### src/rtl/ehl_rv_pack.sv
// Ready/valid beat packer: gathers RATIO beats of WIDTH bits into one word, lane 0 first.
// A beat flagged in_last closes the word early; unfilled lanes stay zero.
module ehl_rv_pack #(
  parameter int unsigned WIDTH = 8,
  parameter int unsigned RATIO = 4
) (
  input  logic                   clk,
  input  logic                   reset,
  input  logic                   in_valid,
  output logic                   in_ready,
  input  logic [WIDTH-1:0]       data_in,
  input  logic                   in_last,
  output logic                   out_valid,
  input  logic                   out_ready,
  output logic [WIDTH*RATIO-1:0] data_out,
  output logic [RATIO-1:0]       out_keep,
  output logic                   out_last
);

  localparam int unsigned CW = (RATIO > 1) ? $clog2(RATIO) : 1;
  localparam logic [CW-1:0] CntMax = CW'(RATIO - 1);

  logic [CW-1:0]          r_cnt;
  logic [WIDTH*RATIO-1:0] r_data;
  logic [RATIO-1:0]       r_keep;
  logic                   r_valid;
  logic                   r_last;

  logic [CW-1:0]          w_cnt_d;
  logic [WIDTH*RATIO-1:0] w_data_d;
  logic [RATIO-1:0]       w_keep_d;
  logic                   w_valid_d;
  logic                   w_last_d;
  logic                   w_acc;
  logic                   w_cons;

  assign in_ready  = !r_valid || out_ready;
  assign out_valid = r_valid;
  assign data_out  = r_data;
  assign out_keep  = r_keep;
  assign out_last  = r_last;

  assign w_acc  = in_valid && in_ready;
  assign w_cons = r_valid && out_ready;

  always_comb begin
    w_cnt_d   = r_cnt;
    w_data_d  = r_data;
    w_keep_d  = r_keep;
    w_valid_d = r_valid;
    w_last_d  = r_last;
    if (w_acc) begin
      // A beat accepted while a word is shown means that word is being consumed now.
      if (r_valid) begin
        w_data_d = '0;
        w_keep_d = '0;
      end
      for (int i = 0; i < int'(RATIO); i++) begin
        if (r_cnt == CW'(i)) begin
          w_data_d[i*WIDTH +: WIDTH] = data_in;
          w_keep_d[i]                = 1'b1;
        end
      end
      if (r_cnt == CntMax || in_last) begin
        w_cnt_d   = '0;
        w_valid_d = 1'b1;
        w_last_d  = in_last;
      end else begin
        w_cnt_d   = r_cnt + 1'b1;
        w_valid_d = 1'b0;
        w_last_d  = 1'b0;
      end
    end else if (w_cons) begin
      w_data_d  = '0;
      w_keep_d  = '0;
      w_valid_d = 1'b0;
      w_last_d  = 1'b0;
    end
  end

  always_ff @(posedge clk or posedge reset) begin
    if (reset) begin
      r_cnt   <= '0;
      r_data  <= '0;
      r_keep  <= '0;
      r_valid <= 1'b0;
      r_last  <= 1'b0;
    end else begin
      r_cnt   <= w_cnt_d;
      r_data  <= w_data_d;
      r_keep  <= w_keep_d;
      r_valid <= w_valid_d;
      r_last  <= w_last_d;
    end
  end

endmodule

### config.mk
export PLATFORM = sky130hd
export DESIGN_NAME = ehl_rv_pack
export DESIGN_NICKNAME = d
export VERILOG_FILES = /design/src/rtl/ehl_rv_pack.sv
export SDC_FILE = /design/constraint.sdc
export NUM_CORES = 1
export LEC_CHECK = 0
export CORE_AREA = 2 2 65 67
export CTS_CLUSTER_DIAMETER = 80
export DETAILED_ROUTE_END_ITERATION = 12
export DIE_AREA = 0 0 67 69
export PLACE_DENSITY_LB_ADDON = 0.25
export SLEW_MARGIN = 20
export SYNTH_ARGS = -nofsm -noshare
export SYNTH_HDL_FRONTEND = slang
export SYNTH_SLANG_ARGS = --single-unit
### constraint.sdc
create_clock -name clk -period 2.8 [get_ports clk]
set_input_delay 0.84 -clock clk [delete_from_list [all_inputs] [get_ports clk]]
set_output_delay 0.84 -clock clk [all_outputs]
set_load 0.05 [all_outputs]
# After elaboration in Yosys (flattened, before gate mapping)
# Index checks and enable logic that the tools add are counted.
[word_totals]
wordCells = 50
out_inout_bits = 39
register_bits = 40
[op_classes]
reduce_logical = 11
n_addsub = 1
n_mux = 20
eq_ne = 7
[op_table]
columns = ["operator", "n"]
rows = [
  ["two-way mux 32 bit", 3],
  ["two-way mux 8 bit", 4],
  ["two-way mux 4 bit", 3],
  ["inequality test 3 x 2 -> 1 bit, second input constant", 4],
  ["two-way mux 1 bit", 9],
  ["AND reduction 2 bit", 4],
  ["equality test 2 bit, second input constant", 2],
  ["adder 2 x 1 -> 2 bit, second input constant", 1],
  ["equality test 2 x 1 -> 1 bit, second input constant", 1],
  ["logical AND 1 bit", 2],
  ["logical NOT 2 bit", 1],
  ["logical OR 1 bit", 2],
  ["two-way mux 2 bit", 1],
  ["nonzero test 2 bit", 1],
  ["logical NOT 1 bit", 1],
]

# Logic depth before layout (Yosys ltp)
[logic_depth]
ltp_word = 5
ltp_mapped = 6

# Least setup slack after synthesis
# Ideal clock, no wire load.
[synth_path]
kind = "input to output"
start = "in out_ready"
end = "out in_ready"
required_time_ns = 1.960
t_arrival_ns = 1.134
n_path_buf = 1
stages = 3
path_slack_ns = 0.826
path_cell_list = "nor2b_2 buf_6 inv_6"
[synth_via]
elab_chain_len = 1
[synth_lines]
columns = ["item", "line", "rtl"]
rows = [
  ["start: declaration", "14", "input logic out_ready,"],
  ["logical OR 1 bit", "37", "assign in_ready = !r_valid || out_ready;"],
  ["end: declaration", "10", "output logic in_ready,"],
]
# Every way passes these cells.

# Worst setup path after layout
# Ends and elaborated chain as after synthesis.

==> results.tsv <==
stage	metric	value	unit
cts	clkSinkCount	40	
global_routing	grt_pass1_wl	7920	microns
yosys	synthCells	175	
routing	drt_pass1_iterations	4	
sta	finalClockSkew	0.00837	ns
critical_path	required	1.96	ns
pwr	power_leakage	1.21	nW
cts	cts_setup_buffers	0	
cts	cts_max_level	2	
hold_path	min-delay-start	out_last	
critical_path	crit_slowest_cell	clkdlybuf4s50_1	
sta	hold_viol	0	
yosys	ys_seq_area_share	51.2	%
hold_path	min_path_cells	1	
pwr	power_density	1210	nW/um^2
cts	clk_pin_slew_worst_paths	0.07	ns
critical_path	cp_slowest_stage_delay	0.43	ns
routing	wirelength	4740	microns
yosys	ys_types	26	
sta	drv_slew	0	
cts	cts_buffer_depth	2	
final_layout	area_growth	33.6	%
global_routing	grt_usage	22.2	%
floorplan	io_pins	52	
yosys	yosys-top-cells-area	dfrtp_1 (51%), mux2i_1 (13%), a22oi_1 (8.5%)	
critical_path	path_class	in2out	
critical_path	regToRegSetupSlack	1.21	ns
sta	relSlewSlack	66.2	%
sta	worstMarginPinSlew	0.506	ns
yosys	synth_flop_cell	dfrtp_1	
run	max_cap_viol_count	0	
sta	tns	0	ns
final_layout	post_route_cells_drive_above_1_share	9.78	%
cts	cts_tree	yes	
yosys	yosysTopAreaCell	dfrtp_1	
sta	rsz0062_at_grt	no	
place	dp_hpwl	3330	microns
sta	setup-violations-final	0	
hold_path	min-delay-path-class	reg2reg	
final_layout	num-nets-final	241	
hold_path	hold_end	out_last	
yosys	yosysWarningCount	0	
critical_path	r2r_start	r_cnt[0]	
sta	period_share	93.2	%
floorplan	die_h	69	microns
floorplan	design.die.area	4620	sq um
cts	clock_latency	0.29	ns
cts	hold_buffers	0	
place	gp_congestion	0.847	
floorplan	core_area	3910	sq um
yosys	synth_top_area_share	51.2	%
final_layout	n_fill_cell	306	
routing	antenna_left	0	
cts	numCtsBuffers	5	
sta	fin_crit	2.61	ns
final_layout	final_core_util	66.7	%
final_layout	final_cell_mix	clkdlybuf4s50_1 (49), dfrtp_1 (40), o21ai_0 (26)	
yosys	async_flop_share	100	%
routing	drt_iter0_drc	86	
run_status	status	completed	
routing	routedWlPerCell	17.2	microns
pwr	worst_ir_drop_vdd	0.000634	V
critical_path	cp_max_fo	10	
place	portBuffers	51	
yosys	syn_avg_cell_area	11.2	sq um
critical_path	cp-start-kind	input pin	
global_routing	grt_pass1_vias	1631	
critical_path	critical_path_arrival	1.77	ns
global_routing	grt_max_degree	41	
cts	cts-root-buf	clkbuf_8	
cts	ctsResizeCount	0	
yosys	synth-seq-cells	40	
floorplan	dieWidth	67	microns
floorplan	fp-row-count	23	
critical_path	reg2reg_to	data_out[25]	
routing	drc	0	
yosys	syn_nets	192	
yosys	synth-edff-count	0	
global_routing	overflow	0	
critical_path	critPathCaptureType	primary output	
critical_path	crit_chain	clkdlybuf4s50_1 -> nor2b_2 -> inv_6 -> buf_4	
critical_path	rr_worst_depth	4	
sta	fmax	0.383	GHz
final_layout	diodes	0	
final_layout	layout_commonest_cell	clkdlybuf4s50_1	
pwr	total_power	3.17	mW
floorplan	initial_utilization	49.9	%
global_routing	antenna_found_initial	0	
yosys	syn_area	1950	sq um
routing	via_count	1656	
routing	via_per_inst	6.02	
-- cells in the mapped netlist, types with 2 or more instances --
cell type	number
dfrtp_1	40
o21ai_0	26
mux2i_1	25
a22oi_1	22
a21oi_1	9
a22o_1	7
clkbuf_1	6
buf_2	5
ha_1	4
inv_1	4
nand2_1	4
a32o_1	3
and3_1	3
nor2_1	3
buf_6	2
nand2_2	2
-- cell families (layout without fill, tap and decap cells) --
group,Yosys count,after routing,synth area share (%)
simple gates,17,17,4.74
flops,40,40,51.2
compound gates,69,69,23.0
buf+inv,19,69,5.06
fa+ha+maj,4,4,2.56
mux,26,26,13.4
-- report_power, final --
group	switching [mW]	internal, mW
logic	1.10	0.579
registers	0.184	0.792
clock network	0.199	0.315
-- metal layers --
metal | routed length [microns] | up-vias | global-route usage [%]
met2 | 2390 | 66 | 35.1
met4 | 88 | 0 | 9.75
met3 | 291 | 12 | 4.08
met1 | 1970 | 829 | 29.4
met5 | 0 | - | 0
li1 | - | 749 | -
-- stage by stage --
stage	hold WS, ns	cell area [sq um]	std cells	setup slack (ns)
after floorplan	0.560	1950	175	0.826
after global placement	0.477	2480	267	0.195
after detailed placement	0.480	2480	267	0.182
after CTS	0.496	2610	275	0.182
after global routing	0.499	2610	275	0.153
final	0.492	2610	275	0.191
-- worst max path at each step --
stage	start	to	slack [ns]	cells after the start
2_1_floorplan	out_ready	in_ready	0.83	3
3_3_place_gp	out_ready	in_ready	0.20	4
3_5_place_dp	out_ready	in_ready	0.18	4
4_1_cts	out_ready	in_ready	0.18	4
5_1_grt	out_ready	in_ready	0.15	4
6_report	out_ready	in_ready	0.19	4
-- state kept, by name, summed over array words and instances (netlist names) --
| signal | cells |
|---|---|
| r_cnt | 2 |
| out_last | 1 |
| out_keep | 4 |
| out_valid | 1 |
| data_out | 32 |
-- critical path: cells and delay by family --
kind / cells / cell delay (ns)
buffers and inverters: 3 / 0.69
and+or+nand+nor: 1 / 0.23
-- layout make-up --
| class | count | area [sq um] | share of cell area [%] |
|---|---|---|---|
| clock inverters | 1 | 30.0 | 1.15 |
| clock buffers | 7 | 96.3 | 3.69 |
| flip-flops and latches | 40 | 1000 | 38.4 |
| repair buffers | 56 | 543 | 20.8 |
| multi-input cells | 116 | 853 | 32.7 |
| well taps | 50 | 62.6 | 2.40 |
| inverters | 5 | 23.8 | 0.911 |
Power figures use the tool's default switching activity.
